File: config.mk
export PLATFORM = sky130hd
export DESIGN_NAME = dac_frame_sequencer_flat
export DESIGN_NICKNAME = d
export VERILOG_FILES = /design/src/rtl/dac_frame_sequencer_pkg.sv /design/src/rtl/dac_frame_sequencer_if.sv /design/src/rtl/dac_frame_sequencer_timer.sv /design/src/rtl/dac_frame_sequencer.sv /design/src/flat_wrapper.sv
export SDC_FILE = /design/constraint.sdc
export NUM_CORES = 1
export LEC_CHECK = 0
export CAP_MARGIN = 40
export CORE_MARGIN = 4
export CORE_UTILIZATION = 40
export CTS_CLUSTER_DIAMETER = 30
export CTS_CLUSTER_SIZE = 30
export DETAILED_ROUTE_END_ITERATION = 8
export MAX_ROUTING_LAYER = met4
export PLACE_DENSITY_LB_ADDON = 0.12
export REMOVE_ABC_BUFFERS = 1
export SLEW_MARGIN = 20
export SYNTH_ARGS = -nofsm -noshare
export SYNTH_HDL_FRONTEND = slang
export SYNTH_SLANG_ARGS = --single-unit
File: constraint.sdc
create_clock -name clk -period 1.7 [get_ports clk]
set_input_delay 0.17 -clock clk [delete_from_list [all_inputs] [get_ports clk]]
set_output_delay 0.17 -clock clk [all_outputs]
set_load 0.1 [all_outputs]
File: src/rtl/dac_frame_sequencer_pkg.sv
// Shared types, defaults and RAM address packing for the DAC frame sequencer.
// RAM addresses are {slot, bus}, so one slot's six codes sit in one 8-word block.
package dm_seq_pkg;

    localparam int DEF_NUM_BUSES = 6;
    localparam int DEF_NUM_CS    = 4;
    localparam int DEF_WORD_W    = 24;

    localparam int SLOT_W      = 2;
    localparam int BUS_W       = 3;
    localparam int RAM_ADDR_W  = SLOT_W + BUS_W;
    localparam int FRAME_CNT_W = 16;

    typedef enum logic [2:0] {
        S_IDLE,
        S_FETCH,
        S_START,
        S_SETTLE,
        S_WAIT,
        S_LDAC,
        S_DONE
    } seq_state_e;

    function automatic logic [RAM_ADDR_W-1:0] make_ram_addr(
        input logic [SLOT_W-1:0] slot,
        input logic [BUS_W-1:0]  bus_idx
    );
        return {slot, bus_idx};
    endfunction

endpackage

File: src/rtl/dac_frame_sequencer_if.sv
// Code-RAM read port and the shared launch/data/busy bundle of the six SPI masters.
// The sequencer drives through the master modport; the RAM and SPI side use slave.
interface dac_frame_sequencer_if #(
    parameter int NUM_BUSES = dm_seq_pkg::DEF_NUM_BUSES,
    parameter int WORD_W    = dm_seq_pkg::DEF_WORD_W
);

    logic [dm_seq_pkg::RAM_ADDR_W-1:0] RamAddr;
    logic [WORD_W-1:0]                 RamData;
    logic                              SpiStart;
    logic [dm_seq_pkg::SLOT_W-1:0]     SpiCsSel;
    logic [NUM_BUSES*WORD_W-1:0]       SpiData;
    logic [NUM_BUSES-1:0]              SpiBusy;

    modport master (
        output RamAddr,
        output SpiStart,
        output SpiCsSel,
        output SpiData,
        input  RamData,
        input  SpiBusy
    );

    modport slave (
        input  RamAddr,
        input  SpiStart,
        input  SpiCsSel,
        input  SpiData,
        output RamData,
        output SpiBusy
    );

endinterface

File: src/rtl/dac_frame_sequencer_timer.sv
// Shared down-counter for the WAIT timeout and the LDAC pulse width.
// Reloaded on state entry; holds at zero so the owner can read zero as "expired".
module seq_cycle_timer #(
    parameter int CNT_W = 13
) (
    input  logic             clk,
    input  logic             rst,
    input  logic             load,
    input  logic [CNT_W-1:0] load_value,
    input  logic             enable,
    output logic             zero
);

    logic [CNT_W-1:0] count_q;
    logic [CNT_W-1:0] count_d;

    always_comb begin
        count_d = count_q;
        if (load) begin
            count_d = load_value;
        end else if (enable && (count_q != '0)) begin
            count_d = count_q - CNT_W'(1);
        end
    end

    always_ff @(posedge clk) begin
        if (rst) begin
            count_q <= '0;
        end else begin
            count_q <= count_d;
        end
    end

    assign zero = (count_q == '0);

endmodule

File: src/rtl/dac_frame_sequencer.sv
// Walks the four chip-select slots of one DAC frame across all six SPI buses,
// then pulses nLDacs so every DAC output updates together.
module dac_frame_sequencer
    import dm_seq_pkg::*;
#(
    parameter int NUM_BUSES      = DEF_NUM_BUSES,
    parameter int NUM_CS         = DEF_NUM_CS,
    parameter int WORD_W         = DEF_WORD_W,
    parameter int LDAC_CYCLES    = 4,
    parameter int TIMEOUT_CYCLES = 4096
) (
    input  logic                   clk,
    input  logic                   rst,
    input  logic                   Enable,
    input  logic                   FrameStart,
    input  logic                   ClearStatus,
    dac_frame_sequencer_if.master  bus,
    output logic                   nLDacs,
    output logic                   Busy,
    output logic [FRAME_CNT_W-1:0] FrameCount,
    output logic                   Overrun,
    output logic                   TimeoutErr
);

    localparam int CNT_MAX = (TIMEOUT_CYCLES > LDAC_CYCLES) ? TIMEOUT_CYCLES : LDAC_CYCLES;
    localparam int CNT_W   = $clog2(CNT_MAX + 1);
    localparam int FETCH_W = $clog2(NUM_BUSES + 1);

    seq_state_e                  state_q, state_d;
    logic [SLOT_W-1:0]           slot_q, slot_d;
    logic [FETCH_W-1:0]          fetch_cnt_q, fetch_cnt_d;
    logic [RAM_ADDR_W-1:0]       ram_addr_q, ram_addr_d;
    logic [NUM_BUSES*WORD_W-1:0] spi_data_q, spi_data_d;
    logic                        spi_start_q, spi_start_d;
    logic                        n_ldacs_q, n_ldacs_d;
    logic                        busy_q, busy_d;
    logic [FRAME_CNT_W-1:0]      frame_count_q, frame_count_d;
    logic                        overrun_q, overrun_d;
    logic                        timeout_err_q, timeout_err_d;

    logic             tmr_load;
    logic [CNT_W-1:0] tmr_load_val;
    logic             tmr_en;
    logic             tmr_zero;
    logic             timeout_set;

    seq_cycle_timer #(
        .CNT_W (CNT_W)
    ) u_timer (
        .clk        (clk),
        .rst        (rst),
        .load       (tmr_load),
        .load_value (tmr_load_val),
        .enable     (tmr_en),
        .zero       (tmr_zero)
    );

    // RAM data lags its address by one clock, so lane b is captured on FETCH cycle b+1.
    always_comb begin
        state_d       = state_q;
        slot_d        = slot_q;
        fetch_cnt_d   = fetch_cnt_q;
        ram_addr_d    = ram_addr_q;
        spi_data_d    = spi_data_q;
        frame_count_d = frame_count_q;
        tmr_load      = 1'b0;
        tmr_load_val  = '0;
        tmr_en        = 1'b0;
        timeout_set   = 1'b0;

        case (state_q)
            S_IDLE: begin
                if (FrameStart && Enable) begin
                    state_d     = S_FETCH;
                    slot_d      = '0;
                    fetch_cnt_d = '0;
                    ram_addr_d  = make_ram_addr('0, '0);
                end
            end
            S_FETCH: begin
                for (int b = 0; b < NUM_BUSES; b++) begin
                    if (fetch_cnt_q == FETCH_W'(b + 1)) begin
                        spi_data_d[b*WORD_W +: WORD_W] = bus.RamData;
                    end
                end
                if (fetch_cnt_q < FETCH_W'(NUM_BUSES - 1)) begin
                    ram_addr_d = make_ram_addr(slot_q, BUS_W'(fetch_cnt_q + FETCH_W'(1)));
                end
                if (fetch_cnt_q == FETCH_W'(NUM_BUSES)) begin
                    state_d = S_START;
                end else begin
                    fetch_cnt_d = fetch_cnt_q + FETCH_W'(1);
                end
            end
            S_START: begin
                state_d = S_SETTLE;
            end
            S_SETTLE: begin
                state_d      = S_WAIT;
                tmr_load     = 1'b1;
                tmr_load_val = CNT_W'(TIMEOUT_CYCLES - 1);
            end
            S_WAIT: begin
                if (bus.SpiBusy == '0) begin
                    if (slot_q == SLOT_W'(NUM_CS - 1)) begin
                        state_d      = S_LDAC;
                        tmr_load     = 1'b1;
                        tmr_load_val = CNT_W'(LDAC_CYCLES - 1);
                    end else begin
                        state_d     = S_FETCH;
                        slot_d      = slot_q + SLOT_W'(1);
                        fetch_cnt_d = '0;
                        ram_addr_d  = make_ram_addr(slot_q + SLOT_W'(1), '0);
                    end
                end else if (tmr_zero) begin
                    state_d     = S_IDLE;
                    timeout_set = 1'b1;
                end else begin
                    tmr_en = 1'b1;
                end
            end
            S_LDAC: begin
                if (tmr_zero) begin
                    state_d = S_DONE;
                end else begin
                    tmr_en = 1'b1;
                end
            end
            S_DONE: begin
                state_d       = S_IDLE;
                frame_count_d = frame_count_q + FRAME_CNT_W'(1);
            end
            default: begin
                state_d = S_IDLE;
            end
        endcase

        spi_start_d = (state_d == S_START);
        n_ldacs_d   = (state_d != S_LDAC);
        busy_d      = (state_d != S_IDLE);

        // Sticky flags: a set event in the same cycle as ClearStatus wins.
        overrun_d = overrun_q;
        if (FrameStart && (state_q != S_IDLE)) begin
            overrun_d = 1'b1;
        end else if (ClearStatus) begin
            overrun_d = 1'b0;
        end

        timeout_err_d = timeout_err_q;
        if (timeout_set) begin
            timeout_err_d = 1'b1;
        end else if (ClearStatus) begin
            timeout_err_d = 1'b0;
        end
    end

    always_ff @(posedge clk) begin
        if (rst) begin
            state_q       <= S_IDLE;
            slot_q        <= '0;
            fetch_cnt_q   <= '0;
            ram_addr_q    <= '0;
            spi_data_q    <= '0;
            spi_start_q   <= 1'b0;
            n_ldacs_q     <= 1'b1;
            busy_q        <= 1'b0;
            frame_count_q <= '0;
            overrun_q     <= 1'b0;
            timeout_err_q <= 1'b0;
        end else begin
            state_q       <= state_d;
            slot_q        <= slot_d;
            fetch_cnt_q   <= fetch_cnt_d;
            ram_addr_q    <= ram_addr_d;
            spi_data_q    <= spi_data_d;
            spi_start_q   <= spi_start_d;
            n_ldacs_q     <= n_ldacs_d;
            busy_q        <= busy_d;
            frame_count_q <= frame_count_d;
            overrun_q     <= overrun_d;
            timeout_err_q <= timeout_err_d;
        end
    end

    assign bus.RamAddr  = ram_addr_q;
    assign bus.SpiStart = spi_start_q;
    assign bus.SpiCsSel = slot_q;
    assign bus.SpiData  = spi_data_q;
    assign nLDacs       = n_ldacs_q;
    assign Busy         = busy_q;
    assign FrameCount   = frame_count_q;
    assign Overrun      = overrun_q;
    assign TimeoutErr   = timeout_err_q;

endmodule
File: src/flat_wrapper.sv
// flat-port wrapper written by rule: the top's interface ports become plain ports
module dac_frame_sequencer_flat import dm_seq_pkg::*;
#(
    parameter int NUM_BUSES      = DEF_NUM_BUSES,
    parameter int NUM_CS         = DEF_NUM_CS,
    parameter int WORD_W         = DEF_WORD_W,
    parameter int LDAC_CYCLES    = 4,
    parameter int TIMEOUT_CYCLES = 4096
)
  (clk, rst, Enable, FrameStart, ClearStatus, nLDacs, Busy, FrameCount, Overrun, TimeoutErr, bus_RamAddr, bus_SpiStart, bus_SpiCsSel, bus_SpiData, bus_RamData, bus_SpiBusy);
  dac_frame_sequencer_if #(.NUM_BUSES(NUM_BUSES), .WORD_W(WORD_W)) bus_i ();
  input  logic clk;
  input  logic rst;
  input  logic Enable;
  input  logic FrameStart;
  input  logic ClearStatus;
  output logic nLDacs;
  output logic Busy;
  output logic [FRAME_CNT_W-1:0] FrameCount;
  output logic Overrun;
  output logic TimeoutErr;
  output wire logic [$bits(bus_i.RamAddr)-1:0] bus_RamAddr;
  output wire logic [$bits(bus_i.SpiStart)-1:0] bus_SpiStart;
  output wire logic [$bits(bus_i.SpiCsSel)-1:0] bus_SpiCsSel;
  output wire logic [$bits(bus_i.SpiData)-1:0] bus_SpiData;
  input wire logic [$bits(bus_i.RamData)-1:0] bus_RamData;
  input wire logic [$bits(bus_i.SpiBusy)-1:0] bus_SpiBusy;
  assign bus_RamAddr = bus_i.RamAddr;
  assign bus_SpiStart = bus_i.SpiStart;
  assign bus_SpiCsSel = bus_i.SpiCsSel;
  assign bus_SpiData = bus_i.SpiData;
  assign bus_i.RamData = bus_RamData;
  assign bus_i.SpiBusy = bus_SpiBusy;
  dac_frame_sequencer #(.NUM_BUSES(NUM_BUSES), .NUM_CS(NUM_CS), .WORD_W(WORD_W), .LDAC_CYCLES(LDAC_CYCLES), .TIMEOUT_CYCLES(TIMEOUT_CYCLES)) u_core (.clk(clk), .rst(rst), .Enable(Enable), .FrameStart(FrameStart), .ClearStatus(ClearStatus), .bus(bus_i), .nLDacs(nLDacs), .Busy(Busy), .FrameCount(FrameCount), .Overrun(Overrun), .TimeoutErr(TimeoutErr));
endmodule
[After elaboration in Yosys (flattened, before gate mapping)]
Cells that the tools add are included.
Word-level totals
  flip-flop bits (word level): 191
  output and inout bits: 172
  word-level logic and storage cells: 103
Cells by class
  $add $sub $neg: 4
  $lt $le $gt $ge: 1
  equality and inequality tests: 20
  multiplexer cells: 38
  reduce and logical (&&, ||, !) cells: 23
Operators by type and width (number)
  13-bit two-way mux: 3
  3-bit two-way mux: 10
  13-bit one-hot mux with 2 select lines: 1
  5-bit two-way mux: 4
  3-bit == test (second input constant): 6
  3-bit one-hot mux with 6 select lines: 1
  16-bit by 1-bit adder with 16-bit output (second input constant): 1
  3-bit by 2-bit == test with 1-bit output (second input constant): 5
  5-bit one-hot mux with 3 select lines: 1
  13-bit zero test: 1
  13-bit nonzero test: 1
  13-bit by 1-bit subtractor with 13-bit output (second input constant): 1
  2-bit AND reduction: 6
  1-bit two-way mux: 10
  5-bit AND reduction: 2
  3-bit one-hot mux with 3 select lines: 1
  3-bit nonzero test: 3
  2-bit two-way mux: 4
  2-bit nonzero test: 4
  3-bit by 1-bit == test with 1-bit output (second input constant): 2
  6-bit zero test: 1
  2-bit by 1-bit != test with 1-bit output (second input constant): 3
  2-bit != test (second input constant): 2
  1-bit one-hot mux with 2 select lines: 2
  9 further kinds: 11

[Logic depth before layout (Yosys ltp)]
  depth after elaboration: 7
  mapped depth: 8

[By module]
Synthesis repeated with hierarchy kept, for this count alone.
Unflattened totals
  cells, all modules: 932
  area, all modules: 7546.0 um2
Modules (own cells, without submodules)
  dac_frame_sequencer: times used 1, cells an instance 832, area an instance 6712.7 um2, sequential area each 3563.4 um2
  seq_cycle_timer: times used 1, cells an instance 100, area an instance 833.3 um2, sequential area each 260.2 um2

[Worst setup path after synthesis]
No wires, ideal clock.
  path kind: register to register
  from: register u_core.frame_count_q[3], in the netlist u_core.FrameCount[3]
  to: register u_core.frame_count_q[13], in the netlist u_core.FrameCount[13]
  setup time: 67 ps
  data arrival time: 2256 ps
  data required time: 1633 ps
  path slack: -623 ps
  cell stages (with the launch flop): 6
  path through: dfxtp_1 -> nand4_1 -> nor4_1 -> nand3_1 -> xor2_1 -> nor2_1
Between the ends
  longest elaborated chain between the ends: 1
RTL lines
  from (decl): line dac_frame_sequencer.sv:37  | logic [FRAME_CNT_W-1:0] frame_count_q, frame_count_d;
  from (signal assigned): line dac_frame_sequencer.sv:180  | frame_count_q <= frame_count_d;
  16-bit by 1-bit adder with 16-bit output: line dac_frame_sequencer.sv:131  | frame_count_d = frame_count_q + FRAME_CNT_W'(1);
No other way between the ends.
A chain may end at the register's enable or synchronous reset.

[Final worst setup path]
  from: register u_core.u_timer.count_q[0]
  to: register u_core.busy_q, in the netlist u_core.Busy
Between the ends
  longest elaborated chain between the ends: 5
RTL lines
  from (decl): line dac_frame_sequencer_timer.sv:14  | logic [CNT_W-1:0] count_q;
  from (signal assigned): line dac_frame_sequencer_timer.sv:30  | count_q <= count_d;
  13-bit zero test *: line dac_frame_sequencer_timer.sv:34  | assign zero = (count_q == '0);
  3-bit two-way mux: line dac_frame_sequencer.sv:115  | end else if (tmr_zero) begin
  3-bit two-way mux: line dac_frame_sequencer.sv:104  | if (bus.SpiBusy == '0) begin
  3-bit one-hot mux with 6 select lines *: line dac_frame_sequencer.sv:71  | case (state_q)
  3-bit nonzero test *: line dac_frame_sequencer.sv:140  | busy_d = (state_d != S_IDLE);
  to (signal assigned): line dac_frame_sequencer.sv:179  | busy_q <= busy_d;
  to (decl): line dac_frame_sequencer.sv:36  | logic busy_q, busy_d;
Every way passes the cells marked *; elsewhere a longest branch is shown, timed or not.

==> results.txt <==
----------------------------------------------------
[Run status]
  Status ... complete, but fails checks
  Violated checks ... setup timing

[Global routing]
  Vias in the first global route ... 6447
  Overall fraction of global-route tracks in use ... 22.0%
  Grt ovf ... 0
  Largest net degree at the start of global routing ... 101
  Wire length of the first global-routing pass ... 34500 um
  Initial antenna violation count ... 0

[Cells and area]
  Net count, final ... 1186
  Number of fillers in the final layout ... 1632
  Syn-to-layout area delta ... 46.9%
  Share of cells above drive strength 1 ... 28.8%
  Ant diodes ... 0
  Finished Core Util ... 59.7%
  Final std cells w/o fill ... 1385

[Detailed routing]
  Number of remaining DRC errors ... 0
  Post-DR vias/cell ... 4.95
  Vias post-DR ... 6861
  Top Layer Used ... met4
  Met3 wirelength from detailed routing ... 1630 um
  Wire length on met2 ... 10600 um
  Met1 WL ... 9890 um
  Mean routed wirelength per cell ... 16.2 um
  Wire length after detailed routing ... 22400 um
  Remaining antenna violation count ... 0
  Iteration-0 DRC count of the detailed router ... 379
  First-pass iteration count of the detailed router ... 4

[Floorplan]
  Core Region ... 18000 um^2
  Starting Density ... 40.6%
  Die W ... 143 um
  Die Height ... 143 um
  Total I/O pin count ... 207
  Die Area ... 20500 um^2
  Site Rows ... 49

[STA]
  Final Worst Setup Slack ... -0.0437 ns
  Largest clock skew in the final design ... 0.00948 ns
  Number of setup violations in the final report ... 4
  Worst slew slack as a fraction of its limit ... 68.6%
  Min Clock Period, post-route ... 1.74 ns
  Final count of hold timing violations ... 0
  Setup repair after global routing missed its margin ... true
  Max Fclk ... 0.573 GHz
  Final count of pins violating max slew ... 0
  Worst hold slack after final layout ... 0.118 ns
  Worst-margin pin slew ... 0.471 ns
  Period utilisation layout ... 103%

[Logic synthesis]
  EDFF count, synth ... 0
  Proportion of register bits with asynchronous set or reset after synthesis ... 0%
  Number of different library cells in the post-synthesis netlist ... 56
  Area contributors post-synth ... dfxtp_1 (52%), nand2_1 (15%), a21oi_1 (10%)
  Post-synthesis register bit count ... 191
  Syn Std Cell Area ... 7300 um^2
  Total of warnings raised by yosys ... 0
  Share of the synthesized area in the top cell type ... 52.4%
  Post-Syn Area per Cell ... 8.08 um^2
  Post-synth top flop ... dfxtp_1
  Cells after synthesis ... 903
  Cell type with the highest aggregate area in the netlist ... dfxtp_1
  Sequential-to-total area share from yosys stat ... 52.4%

[Critical path]
  Data required, critical path ... 2.00 ns
  Crit-path cells ... inv_2 -> ha_4 -> nor4b_4 -> nand4b_1 -> buf_6 -> o211ai_1 -> and3_4 -> a31oi_4
  Kind of cell with the highest combined delay on the critical path ... simple AND/OR/NAND/NOR gates
  Max Fanout on Critical Path ... 5
  Endpoint class of the critical path ... register
  WP data arrival ... 2.05 ns
  CP peak stage delay ... 0.33 ns
  Launching element type of the critical path ... register
  Number of buffers and inverters on the critical path ... 2
  Slowest CP cell ... dfxtp_2
  Worst Setup Path Type ... register to register

[Clock tree]
  Hold-fix buffer count after cts ... 0
  Max Root-Sink Buffers ... 2
  TritonCTS clock tree ... done
  Source-to-sink clock delay at the later pin of the worst-skew pair ... 0.43 ns
  Clock transition time at the flip-flop clock pins of the worst setup and hold paths ... 0.07 ns
  CTS root buf ... clkbuf_16
  Number of H-tree levels ... 4
  Total clock sinks ... 191
  Inserted Clock Buffers ... 17

[Placed design]
  HPWL after DPL ... 14400 um
  Inst Count DP ... 1342
  DP Worst Slack ... -0.567 ns
  Routability cong. ... 0.806
  Number of I/O port buffers ... 206

[Worst hold path]
  Min-Delay Path Class ... input port to register

[Pwr]
  IR drop worst, VDD ... 0.687 mV
  Reported leakage power ... 4.21 nW
  Power density cells ... 829 nW/um^2

[Job]
  Max Cap Viol ... 0

----------------------------------------------------
## logic make-up after synthesis
| group | count (synthesis) | synth area share [%] |
|---|---|---|
| xor gates and xnor gates | 21 | 2.52 |
| buffers and inverters | 70 | 4.13 |
| and+or+nand+nor | 419 | 24.7 |
| adders and majority gates | 8 | 1.37 |
| muxes | 10 | 1.41 |
| AOI/OAI and AO/OA | 184 | 13.5 |
| DFF | 191 | 52.4 |
## final cells by class
type / instances / area [um^2] / area share (%)
Sequential cell: 191 / 3830 / 35.7
Multi-Input combinational cell: 642 / 3360 / 31.3
Timing Repair Buffer: 283 / 2640 / 24.6
Clock buffer: 18 / 429 / 4.00
Tap cell: 229 / 287 / 2.67
Clock inverter: 14 / 150 / 1.40
Inverter: 8 / 30.0 / 0.280
## metal layers
| layer | track usage (%) | up-vias |
|---|---|---|
| met2 | 35.1 | 205 |
| met1 | 28.3 | 3171 |
| met4 | 5.00 | 0 |
| met5 | - | - |
| met3 | 5.43 | 23 |
| li1 | - | 3462 |
## worst register-to-register path, stage by stage, from the launching register on
cell and delay (ns):
dfxtp_2 0.33, inv_2 0.06, ha_4 0.13, nor4b_4 0.23, nand4b_1 0.19, buf_6 0.17
o211ai_1 0.19, and3_4 0.24, a31oi_4 0.09
## state kept, by name (all words and copies together), names as in the netlist, 2 cells and up
signal and flops:
u_core.bus.SpiData 144, u_core.FrameCount 16, u_core.u_timer.count_q 13, u_core.bus.RamAddr 5, u_core.fetch_cnt_q 3, u_core.state_q 3
u_core.bus.SpiCsSel 2
## cell usage in the layout (no fill, tap or decap), types with 6 or more instances in the layout
cell / instances
buf_12: 29
buf_4: 209
nand4_1: 8
inv_1: 6
nand3_1: 12
clkdlybuf4s50_1: 30
a21oi_1: 150
xor2_1: 16
o21ai_1: 7
nor2_1: 38
dfxtp_1: 186
mux2i_1: 8
ha_1: 7
buf_6: 10
clkbuf_16: 19
nand2_1: 300
## timing repair
action,4_1_cts,5_1_grt
gates cloned,0,2
buffers inserted,6,3
resized for setup,20,47
pin swaps,9,18
endpoints found under the setup margin,21,48
## synthesized netlist by cell type, drive strengths merged, types with 7 or more instances
library cell,number
nand3,16
a21oi,154
nand4,8
and3,10
dfxtp,191
xor2,16
buf,14
nand2,301
ha,8
inv,8
nor3,7
clkbuf,48
o21ai,9
mux2i,8
nor2,41
## metrics by stage
| step | setup TNS (ns) | instance area (um^2) | power [mW] |
|---|---|---|---|
| finish | -0.110 | 10700 | 8.89 |
| global placement | -10.66 | 9800 | 5.04 |
| floorplan | -50.50 | 7030 | 4.76 |
| CTS | -0.0107 | 10500 | 8.95 |
| global route | -1.84 | 10700 | 9.22 |
| detailed placement | -11.33 | 9800 | 5.04 |
## report_power, final
| part | internal [mW] | switching (mW) | total [mW] |
|---|---|---|---|
| registers | 4.49 | 0.0106 | 4.50 |
| logic | 0.174 | 0.300 | 0.474 |
| clock network | 2.08 | 1.84 | 3.92 |
| total | 6.74 | 2.15 | 8.89 |
## final timing paths
check,startpoint,endpoint,slack (ns),depth (start not counted)
worst min-delay path,rst,u_core.u_timer.count_q[12],0.12,4
worst max register to register,u_core.u_timer.count_q[0],u_core.Busy,-0.04,8
worst max-delay path,u_core.u_timer.count_q[0],u_core.Busy,-0.04,8
worst min register to register,u_core.bus.SpiData[2],u_core.bus.SpiData[2],0.45,2
No activity file was read; power rests on OpenSTA's default activity.
